## config.mk

```make
export PLATFORM = sky130hd
export DESIGN_NAME = if_fetch_stage
export DESIGN_NICKNAME = d
export VERILOG_FILES = /design/src/rtl/if_fetch_stage.sv
export SDC_FILE = /design/constraint.sdc
export NUM_CORES = 1
export LEC_CHECK = 0
export BUFFER_PORTS_ARGS = -buffer_cell sky130_fd_sc_hd__buf_2
export CAP_MARGIN = 15
export CORE_MARGIN = 1
export CORE_UTILIZATION = 50
export DETAILED_ROUTE_END_ITERATION = 6
export HOLD_SLACK_MARGIN = 0.15
export PLACE_DENSITY_LB_ADDON = 0.2
export SYNTH_ARGS = -nofsm -noshare
export SYNTH_HDL_FRONTEND = slang
export SYNTH_SLANG_ARGS = --single-unit
export TNS_END_PERCENT = 5
```

## constraint.sdc

```tcl
create_clock -name clock -period 5.88 [get_ports clock]
set_input_delay 0.882 -clock clock [delete_from_list [all_inputs] [get_ports clock]]
set_output_delay 0.882 -clock clock [all_outputs]
set_load 0.02 [all_outputs]
```

## src/rtl/if_fetch_stage.sv

```systemverilog
// Instruction fetch stage: in-order imem requests, DEPTH-entry queue, redirect flush.
// Define IF_PERF_CNT_EN to add saturating perf_fetched/perf_stall/perf_flush outputs.
module if_fetch_stage #(
    parameter logic [31:0] RESET_PC = 32'h0000_0000,
    parameter int          DEPTH    = 2
) (
    input  logic        clock,
    input  logic        reset,
    input  logic        fetch_en,
    output logic        imem_req,
    output logic [31:0] imem_addr,
    input  logic        imem_rvalid,
    input  logic [31:0] imem_rdata,
    output logic        id_valid,
    input  logic        id_ready,
    output logic [31:0] id_instr,
    output logic [31:0] id_pc,
    output logic [31:0] id_pc4,
    input  logic        redirect,
    input  logic [31:0] redirect_pc
`ifdef IF_PERF_CNT_EN
    ,
    output logic [31:0] perf_fetched,
    output logic [31:0] perf_stall,
    output logic [31:0] perf_flush
`endif
);
    localparam int CW = $clog2(DEPTH + 1);
    localparam int PW = (DEPTH > 1) ? $clog2(DEPTH) : 1;
    localparam logic [CW:0]   DEPTH_C = (CW + 1)'(DEPTH);
    localparam logic [CW-1:0] ONE     = CW'(1);
    localparam logic [PW-1:0] LAST    = PW'(DEPTH - 1);

    logic [31:0]   pc;
    logic [31:0]   rpc;
    logic [CW-1:0] count;
    logic [CW-1:0] outst;
    logic [CW-1:0] drop;
    logic [PW-1:0] rd_ptr;
    logic [PW-1:0] wr_ptr;
    logic [31:0]   q_instr [DEPTH];
    logic [31:0]   q_pc    [DEPTH];
    logic [31:0]   last_instr;
    logic [31:0]   last_pc;
    logic [31:0]   last_pc4;

    logic          has_head;
    logic          pop;
    logic          ret;
    logic          enq;
    logic [CW:0]   occ;
    logic [CW-1:0] outst_left;
    logic [31:0]   tgt;
    logic          unused_tgt;

    assign has_head   = (count != '0);
    assign id_valid   = has_head & ~redirect;
    assign pop        = id_valid & id_ready;
    // A response with nothing outstanding is a protocol error and is ignored.
    assign ret        = imem_rvalid & (outst != '0);
    assign enq        = ret & ~redirect & (drop == '0);
    assign occ        = {1'b0, count} + {1'b0, outst} - {{CW{1'b0}}, pop};
    assign imem_req   = fetch_en & ~redirect & ~reset & (occ < DEPTH_C);
    assign imem_addr  = pc;
    assign outst_left = ret ? outst - ONE : outst;
    assign tgt        = {redirect_pc[31:2], 2'b00};
    assign unused_tgt = ^redirect_pc[1:0];

    assign id_instr = has_head ? q_instr[rd_ptr] : last_instr;
    assign id_pc    = has_head ? q_pc[rd_ptr] : last_pc;
    assign id_pc4   = has_head ? q_pc[rd_ptr] + 32'd4 : last_pc4;

    function automatic logic [PW-1:0] nxt(input logic [PW-1:0] p);
        return (p == LAST) ? '0 : p + PW'(1);
    endfunction

    always_ff @(posedge clock) begin
        if (enq) begin
            q_instr[wr_ptr] <= imem_rdata;
            q_pc[wr_ptr]    <= rpc;
        end
    end

    always_ff @(posedge clock or posedge reset) begin
        if (reset) begin
            pc         <= RESET_PC;
            rpc        <= RESET_PC;
            count      <= '0;
            outst      <= '0;
            drop       <= '0;
            rd_ptr     <= '0;
            wr_ptr     <= '0;
            last_instr <= '0;
            last_pc    <= '0;
            last_pc4   <= '0;
        end else begin
            // Keep the last presented head so outputs hold once empty.
            if (has_head) begin
                last_instr <= q_instr[rd_ptr];
                last_pc    <= q_pc[rd_ptr];
                last_pc4   <= q_pc[rd_ptr] + 32'd4;
            end
            if (redirect) begin
                pc     <= tgt;
                rpc    <= tgt;
                count  <= '0;
                rd_ptr <= '0;
                wr_ptr <= '0;
                outst  <= outst_left;
                drop   <= outst_left;
            end else begin
                if (imem_req)
                    pc <= pc + 32'd4;
                case ({imem_req, ret})
                    2'b10:   outst <= outst + ONE;
                    2'b01:   outst <= outst - ONE;
                    default: outst <= outst;
                endcase
                if (ret && drop != '0)
                    drop <= drop - ONE;
                if (enq) begin
                    rpc    <= rpc + 32'd4;
                    wr_ptr <= nxt(wr_ptr);
                end
                if (pop)
                    rd_ptr <= nxt(rd_ptr);
                case ({enq, pop})
                    2'b10:   count <= count + ONE;
                    2'b01:   count <= count - ONE;
                    default: count <= count;
                endcase
            end
        end
    end

`ifdef IF_PERF_CNT_EN
    always_ff @(posedge clock or posedge reset) begin
        if (reset) begin
            perf_fetched <= '0;
            perf_stall   <= '0;
            perf_flush   <= '0;
        end else begin
            if (enq && perf_fetched != '1)
                perf_fetched <= perf_fetched + 32'd1;
            if (id_valid && !id_ready && perf_stall != '1)
                perf_stall <= perf_stall + 32'd1;
            if (redirect && perf_flush != '1)
                perf_flush <= perf_flush + 32'd1;
        end
    end
`endif

endmodule
```

==> results of run 1 <==
-- registers in the layout (all words and copies together), names as in the netlist, 2 cells and up --
name and flops:
imem_addr 30, last_instr 32, drop 2, last_pc4 32, q_instr 64, count 2
rpc 30, last_pc 32, outst 2, q_pc 60
-- layout by cell type, fill, tap and decap left out, types with 16 or more instances in the layout --
cell,n
xnor2_1,25
clkbuf_16,31
nand2_1,129
o21ai_0,90
nand3_1,35
a21oi_1,48
xor2_1,29
nand4_1,29
mux2i_1,59
nor2_1,75
dfrtp_1,163
inv_1,16
edfxtp_1,124
buf_2,195
and3_1,17
-- cell families (layout without fill, tap and decap cells) --
family,Yosys count,in the layout,synth area share [%]
muxes,69,69,5.57
xor gates and xnor gates,54,54,3.75
and+or+nand+nor,364,364,14.6
DFF,288,288,62.0
AOI/OAI and AO/OA,215,215,10.5
adders and majority gates,9,9,0.932
other,1,3,0.0297
buffers and inverters,73,285,2.62
-- stage by stage --
stage	worst slack, ns	instances
6_report	1.04	1611
5_1_grt	0.840	1611
4_1_cts	1.02	1610
3_5_place_dp	1.47	1552
3_3_place_gp	1.47	1552
2_1_floorplan	-0.457	1074
-- layer usage --
metal  share of wire, %  track usage [%]  vias up  wire, um
met4                2.0             5.87        0       578
met5                  0                0        -         0
met2                 43             32.8      318     12400
li1                   -                -     4302         -
met3                6.8             3.23       48      1940
met1                 48             34.6     4289     13800
-- power breakdown --
part	total (mW)	leakage (nW)	internal (mW)	switching, mW
clock	1.95	0.504	1.18	0.772
sequential	2.73	3.11	2.53	0.200
combinational	1.91	2.41	0.627	1.28
total	6.59	6.02	4.33	2.26
-- cell type report --
cell class	count	area (um2)
Inverter	17	68.8
Fill cell	1991	9620
Sequential cell	288	7830
Timing Repair Buffer	210	1090
Clock buffer	41	843
Antenna cell	1	2.50
Multi-Input combinational cell	713	4490
Tap cell	324	405
Clock inverter	17	184
-- critical path, delay by kind of cell, from the launching register on --
family          cells  cell delay (ns)
compound gates      3             1.17
flops               1             0.91
simple gates        2             0.50
mux                 1             0.32
fa+ha+maj           1             0.25
buf+inv             1             0.23
-- worst paths after layout --
check	start	end
min in group clock	last_pc4[0]	last_pc4[0]
hold / removal	reset	imem_addr[3]
max in group asynchronous	reset	rd_ptr
hold reg to reg	last_pc4[0]	last_pc4[0]
setup reg to reg	count[1]	imem_addr[13]
setup / recovery	rd_ptr	id_pc4[28]
-- cells in the mapped netlist (all sizes together), types with 4 or more instances --
master and instances:
nand2b 7, nor4 8, and3 17, mux2 10, xor2 29, and2 11
o21a 4, and4 8, o211ai 10, a21boi 4, a31oi 8, buf 20
a21oi 48, ha 7, nand3b 8, nand3 36, xnor2 25, nand2 130
dfrtp 164, o31ai 8, nand4 29, mux2i 59, nor2 76, nand4b 5
edfxtp 124, nor3 8, or4 4, o21ai 90, clkbuf 36, nor2b 4
o311ai 12, inv 17
==> results.cfg, run 1 <==
[outcome]
status = finished, final reports clean

[synthesis]
synth_area_leaders = dfrtp_1 (33%), edfxtp_1 (30%), mux2i_1 (4.7%)
syn_avg_cell_area_um2 = 11.8
synth_top_area_share_pct = 32.5
synth.cell_area_mm2 = 0.0126
yosysTopAreaCell = dfrtp_1
ys_ff_latch = 288
synth-edff-count = 124
yosysSeqAreaShare_pct = 62.0
async_reset_ff_share_pct = 56.9
yosys.cell_types.count = 70
synthCells = 1073
yosys_warnings = 0
synthFlopType = dfrtp_1

[detailed_routing]
drc_errors = 0
ant_nets = 0
routed_wl_mm = 28.7
avgRoutedWirePerCell_um = 17.8
first_iter_violations = 815
first_pass_iters = 5
routed-via-count = 8957
via_per_inst = 5.56

[critical_path]
cp_max_fo = 67
timing_worst_setup_path_type = reg -> out
crit_slowest_cell = dfrtp_4
cp.arrival_ns = 3.96
reg2reg_depth = 12
endpoint_kind = output port
crit_chain = mux2_2 -> ha_1 -> nand4_1 -> or3_4 -> a2111o_1 -> o31a_1 -> o31ai_1 -> buf_2
rrSetupSlack_ns = 2.00
startpoint_type = flop
cp_slowest_stage_delay_ns = 0.91
cp.required_ns = 5.00

[clock_network]
cts-root-buf = clkbuf_16
cts-htree-levels = 1
cts_buffer_depth = 3
numCtsBuffers = 31
clk_pin_slew_ns = 0.06
cts_tree = built
cts_resized = 0
worstSkewPairLatency_ns = 0.56
cts.sinks = 288
postCtsHoldBufs = 0
post_cts_buffers = 0

[sta]
tightest_slew_ns = 0.979
final_max_slew_viol_count = 0
report.final.hold_viol_count = 0
tns_ns = 0
max_freq_mhz = 207
min_period_over_period_pct = 82.3
rsz0062_at_grt = no
fin_skew_ns = 0.0161
slew_headroom_pct = 34.6
layout_min_cycle_time_ns = 4.84
hold_ws_ns = 0.454
setup_viol = 0

[hold_path]
hold_class = in -> async

[floorplan]
core_area_mm2 = 0.0245
die_area_mm2 = 0.0259
die_w_um = 161
die_h_um = 161
io_pins = 200
initial_core_util_pct = 51.4
rows = 57

[power]
total_power_mw = 6.59
power.density_mw_per_mm2 = 442
leakage_nw = 6.02
power.ir.vdd_worst_uv = 289

[global_route]
antenna_found_initial = 1
grt_overflow_total = 0
track_usage_pct = 22.3
grt_max_degree = 90
grt_pass1_wl_mm = 46.0
grt_pass1_vias = 8658

[place]
finalWeightedCongestion = 0.832
place_area_mm2 = 0.0139
place_hpwl_mm = 19.5
numPortBuffers = 195

[final_layout]
stdcell_area_mm2 = 0.0149
fin_util_pct = 60.8
drive_gt1_share_pct = 22.3
syn2layout_area_growth_pct = 18.2
nets = 1339

[run]
max_cap_violations = 0
Note: power is estimated with default switching activity, not from simulation.
==> run 2, diff against run 1 <==
Settings changed: ABC_AREA set to 1.
Clock period 5.88 ns to 3.9 ns, I/O delays scaled along.
==> run 2 against run 1 <==
Synthesized cell count rose by 39%; cell count rose by 27%; total power rose by 88%; worst setup slack got worse by 0.82 ns; die area rose by 5.1%; largest cell class unchanged.
==> results.cfg, run 2 <==
[outcome]
status = finished, final reports clean

[critical_path]
cp_slowest_stage_delay_ns = 0.49
startpoint = count[0]
endpoint = imem_req
crit_slowest_cell = fa_1
reg2reg_to = imem_addr[14]
rrSetupSlack_ns = 0.61
cp_max_fo = 7
endpoint_kind = output port
critical_path_cell_count = 12
crit_chain = nor2_4 -> nor2_1 -> nand2_1 -> inv_1 -> ha_1 -> or2_2 -> fa_1 -> nand2_1 -> nor3_2 -> nand2_2 -> inv_1 -> buf_2
r2r_start = count[0]
critical_path_buf_inv_count = 3
cp.required_ns = 3.31
timing_worst_setup_path_type = reg -> out
cp_top_family = simple AND/OR/NAND/NOR gates
cp.arrival_ns = 3.10
startpoint_type = flop
reg2reg_depth = 17

[place]
place_hpwl_mm = 22.2
numPortBuffers = 195
finalWeightedCongestion = 0.903
post-place-ws_ns = 0.298

[sta]
min_period_over_period_pct = 94.4
setup_viol = 0
tns_ns = 0
slew_headroom_pct = 27.6
hold_ws_ns = 0.218
setup_ws_ns = 0.218
tightest_slew_ns = 1.09
report.final.hold_viol_count = 0
fin_skew_ns = 0.0153
layout_min_cycle_time_ns = 3.68
max_freq_mhz = 272
rsz0062_at_grt = no
final_max_slew_viol_count = 0

[power]
power.density_mw_per_mm2 = 797
leakage_nw = 6.98
power.ir.vdd_worst_uv = 635

[detailed_routing]
first_iter_violations = 766
via_per_inst = 5.23
routed-via-count = 10720
routed_wl_mm = 32.5
first_pass_iters = 5
avgRoutedWirePerCell_um = 15.9
drc_errors = 0
ant_nets = 0

[clock_network]
clk_pin_slew_ns = 0.06
cts.sinks = 288
cts_tree = built
numCtsBuffers = 30
postCtsHoldBufs = 0
cts-root-buf = clkbuf_16
worstSkewPairLatency_ns = 0.55
cts-htree-levels = 1
cts_buffer_depth = 3

[synthesis]
yosys_warnings = 0
synth_area_leaders = dfrtp_1 (31%), edfxtp_1 (28%), nand2_1 (14%)
syn_avg_cell_area_um2 = 8.87
synth_common_cells = nand2_1 (483), nor2_1 (194), dfrtp_1 (164)
synth_top_area_share_pct = 30.9
yosys.cell_types.count = 42
ys_ff_latch = 288
synth-edff-count = 124
synth_most_common_cell = nand2_1
synth.cell_area_mm2 = 0.0133
yosysTopAreaCell = dfrtp_1
yosysSeqAreaShare_pct = 59.0
synthFlopType = dfrtp_1
async_reset_ff_share_pct = 56.9
synthCells = 1495

[global_route]
grt_max_degree = 165
antenna_found_initial = 0
track_usage_pct = 24.2
grt_overflow_total = 0
grt_pass1_vias = 9908
grt_pass1_wl_mm = 51.5

[final_layout]
drive_gt1_share_pct = 17.2
layout_commonest_cell = nand2_1
fin_util_pct = 59.7
regMostFlops = q_instr
mostFrequentLayoutCells = nand2_1 (482), buf_2 (195), nor2_1 (191), dfrtp_1 (163), edfxtp_1 (124)
nets = 1767
largest_reg_flops = 64
largestRegisters = q_instr x64, q_pc x60
diodes = 0
syn2layout_area_growth_pct = 17.3
fillers = 2318

[floorplan]
initial_core_util_pct = 50.9
rows = 59
die_h_um = 165
die_area_mm2 = 0.0272
io_pins = 200
core_area_mm2 = 0.0261
die_w_um = 165

[hold_path]
hold_class = in -> async

[run]
max_cap_violations = 0
## run 2: power breakdown
group | switching (mW) | leakage [nW] | internal [mW]
sequential | 0.423 | 3.08 | 4.00
clock | 1.15 | 0.458 | 1.56
combinational | 3.72 | 3.44 | 1.56
total | 5.29 | 6.98 | 7.11
## run 2: stage by stage
step                      std cells  area (um2)  total power, mW
final                          2048       15600             12.4
after global routing           2048       15600             13.3
after CTS                      2046       15500             12.5
after detailed placement       1990       14600             9.74
after global placement         1990       14600             9.62
after floorplan                1496       13300             8.02
## run 2: worst min path at each step
stage	endpoint	slack [ns]
floorplan	q_pc[0][19]	0.46
global placement	last_pc4[3]	0.46
detailed placement	last_pc[6]	0.46
CTS	q_instr[1][18]	0.20
global route	q_instr[0][15]	0.20
finish	imem_addr[30]	0.22
## run 2: metal layers
metal,share of wire (%),GRT usage (%)
met1,47,36.1
met2,45,37.6
met3,6.0,2.81
met4,1.5,5.75
met5,0,0
## run 2: cell type report
cell class              instances  area [um2]  share of cell area, %
clock buffers                  46         883                   5.68
multi-input cells            1050        4820                   31.0
repair buffers                215        1150                   7.40
inverters                     104         394                   2.53
flip-flops and latches        288        7830                   50.3
clock inverters                10        62.6                  0.402
well taps                     335         419                   2.69
## run 2: worst min-delay path, stage by stage
cell and delay, ns:
buf_2 0.13, clkinvlp_4 0.08, buf_12 0.51
## run 2: logic make-up after synthesis
| family | share of synthesized area [%] |
|---|---|
| other | 0.0283 |
| DFF | 59.0 |
| buffers and inverters | 4.90 |
| and+or+nand+nor | 26.5 |
| adders and majority gates | 0.811 |
| xor gates and xnor gates | 1.78 |
| AOI/OAI and AO/OA | 6.97 |
## run 2: timing repair
item	CTS	global route
endpoints found under the setup margin	1	1
setup buffers	0	2
pin swaps	0	1
resized for setup	1	1
==> run 3, diff against run 2 <==
Settings changed: BUFFER_PORTS_ARGS -buffer_cell sky130_fd_sc_hd__buf_2 to unset, DONT_BUFFER_PORTS set to 1.
==> run 3 against run 2 <==
Clock skew is essentially flat; total power shrank 6.8%; worst setup slack lost 0.0071 ns; worst hold slack lost 0.081 ns; clock power shrank 4%; highest routed layer unchanged; global-route usage shrank 0.30 points; final area shrank 4.7%; critical path type unchanged; clock-buffer cell count shrank 6; cell count shrank 8.0%; fmax shrank 0.19%.
==> results.cfg, run 3 (synthesis gave the netlist of run 2 again) <==
[place]
post-place-ws_ns = 0.402
place_hpwl_mm = 21.7
numPortBuffers = 0
finalWeightedCongestion = 0.910
placedCellCount = 1795

[global_route]
grt_pass1_wl_mm = 50.8
grt_overflow_total = 0
track_usage_pct = 23.9
grt_pass1_vias = 9788
grt_max_degree = 165
antenna_found_initial = 0

[final_layout]
diodes = 0
nets = 1603
drive_gt1_share_pct = 6.07
syn2layout_area_growth_pct = 11.8
largest_reg_flops = 64
fillers = 2355
finalNonFillerCells = 1884
layout_commonest_cell = nand2_1
largestRegisters = q_instr x64, q_pc x60
multiInputGateArea_mm2 = 0.00482
mostFrequentLayoutCells = nand2_1 (482), nor2_1 (191), dfrtp_1 (163), edfxtp_1 (124), nand3_1 (108)
regArea_mm2 = 0.00783
regMostFlops = q_instr

[power]
pwr-share-seq_pct = 39.2
leakage_nw = 6.28
p_comb_share_pct = 38.5
power.ir.vdd_worst_uv = 575
total_power_mw = 11.6
switching_share_pct = 44.2
switching_power_mw = 5.11
clock_power_share_pct = 22.4
internal_power_mw = 6.45
power.density_mw_per_mm2 = 779

[floorplan]
die_w_um = 165
die_h_um = 165
rows = 59
die_area_mm2 = 0.0272
initial_core_util_pct = 50.9
io_pins = 200
core_area_mm2 = 0.0261

[sta]
hold_ws_ns = 0.137
slew_headroom_pct = 31.5
max_freq_mhz = 271
tightest_slew_ns = 1.03
rsz0062_at_grt = no
final_max_slew_viol_count = 0
fin_skew_ns = 0.0152
layout_min_cycle_time_ns = 3.69
min_period_over_period_pct = 94.6
report.final.hold_viol_count = 0
setup_viol = 0
setup_ws_ns = 0.211

[clock_network]
worstSkewPairLatency_ns = 0.56
cts-htree-levels = 1
cts_tree = built
cts_buffer_depth = 3
clk_pin_slew_ns = 0.06
cts.sinks = 288
numCtsBuffers = 30
post_cts_buffers = 0
cts-root-buf = clkbuf_16

[critical_path]
r2r_start = count[0]
endpoint_kind = output port
cp.required_ns = 3.31
cp.arrival_ns = 3.10
cp_common_cell = nand2_1
cp_max_fo = 6
cp_slowest_stage_delay_ns = 0.49
crit_slowest_cell = fa_1
crit_chain = nor2_4 -> nor2_1 -> nand2_1 -> inv_1 -> ha_1 -> or2_2 -> fa_1 -> nand2_1 -> nor3_1 -> nand2_2 -> clkinvlp_4
startpoint_type = flop
startpoint = count[0]
reg2reg_depth = 15
timing_worst_setup_path_type = reg -> out

[detailed_routing]
routed-via-count = 10076
via_per_inst = 5.35
ant_nets = 0
drc_errors = 0
avgRoutedWirePerCell_um = 17.1
first_pass_iters = 7
first_iter_violations = 723
routed_wl_mm = 32.1

[run]
max_cap_violations = 0

[hold_path]
hold_class = in -> async

[outcome]
status = finished, final reports clean
## run 3: metrics by stage
stage          util (%)  setup TNS, ns  area (um2)
3_5_place_dp       52.3              0       13600
4_1_cts            56.9              0       14800
5_1_grt            56.9              0       14800
6_report           56.9              0       14800
2_1_floorplan         -         -43.90       13300
3_3_place_gp       52.3              0       13600
## run 3: final cells by class
cell class | instances | share of cell area [%]
Clock buffer | 40 | 5.46
Clock inverter | 16 | 0.489
Inverter | 104 | 2.68
Multi-Input combinational cell | 1050 | 32.5
Sequential cell | 288 | 52.8
Tap cell | 335 | 2.83
Timing Repair Buffer | 51 | 3.31
## run 3: what timing repair did
action | in CTS | in global routing
gates resized for setup | 0 | 2
hold buffers | 33 | 0
hold endpoints to repair | 65 | 0
setup endpoints to repair | 0 | 1
## run 3: power by group through the flow
stage | sequential, mW | combinational [mW] | clock (mW)
CTS | 4.53 | 4.46 | 2.64
finish | 4.53 | 4.45 | 2.59
detailed placement | 4.58 | 4.42 | 0
floorplan | 4.44 | 3.58 | 0
global placement | 4.55 | 4.34 | 0
global route | 4.63 | 4.93 | 2.75
## run 3: final timing paths
path,endpoint,slack [ns]
min in group clock,imem_addr[21],0.17
setup / recovery,imem_req,0.21
hold / removal,imem_addr[3],0.14
hold reg to reg,q_pc[0][19],0.52
max in group asynchronous,last_pc[14],2.93
setup reg to reg,imem_addr[4],0.53
## run 3: worst max-delay path, delay by kind of cell, from the launching register on
family / cells / cell delay [ns]
and+or+nand+nor: 7 / 1.06
adders and majority gates: 2 / 0.75
DFF: 1 / 0.42
buffers and inverters: 2 / 0.32
## run 3: per-layer routing
| metal | up-vias | wire (um) | GRT usage, % |
|---|---|---|---|
| li1 | 4942 | - | - |
| met1 | 4757 | 14300 | 33.6 |
| met2 | 334 | 14400 | 37.0 |
| met3 | 43 | 2670 | 5.50 |
| met4 | 0 | 699 | 6.59 |
| met5 | - | 0 | 0 |
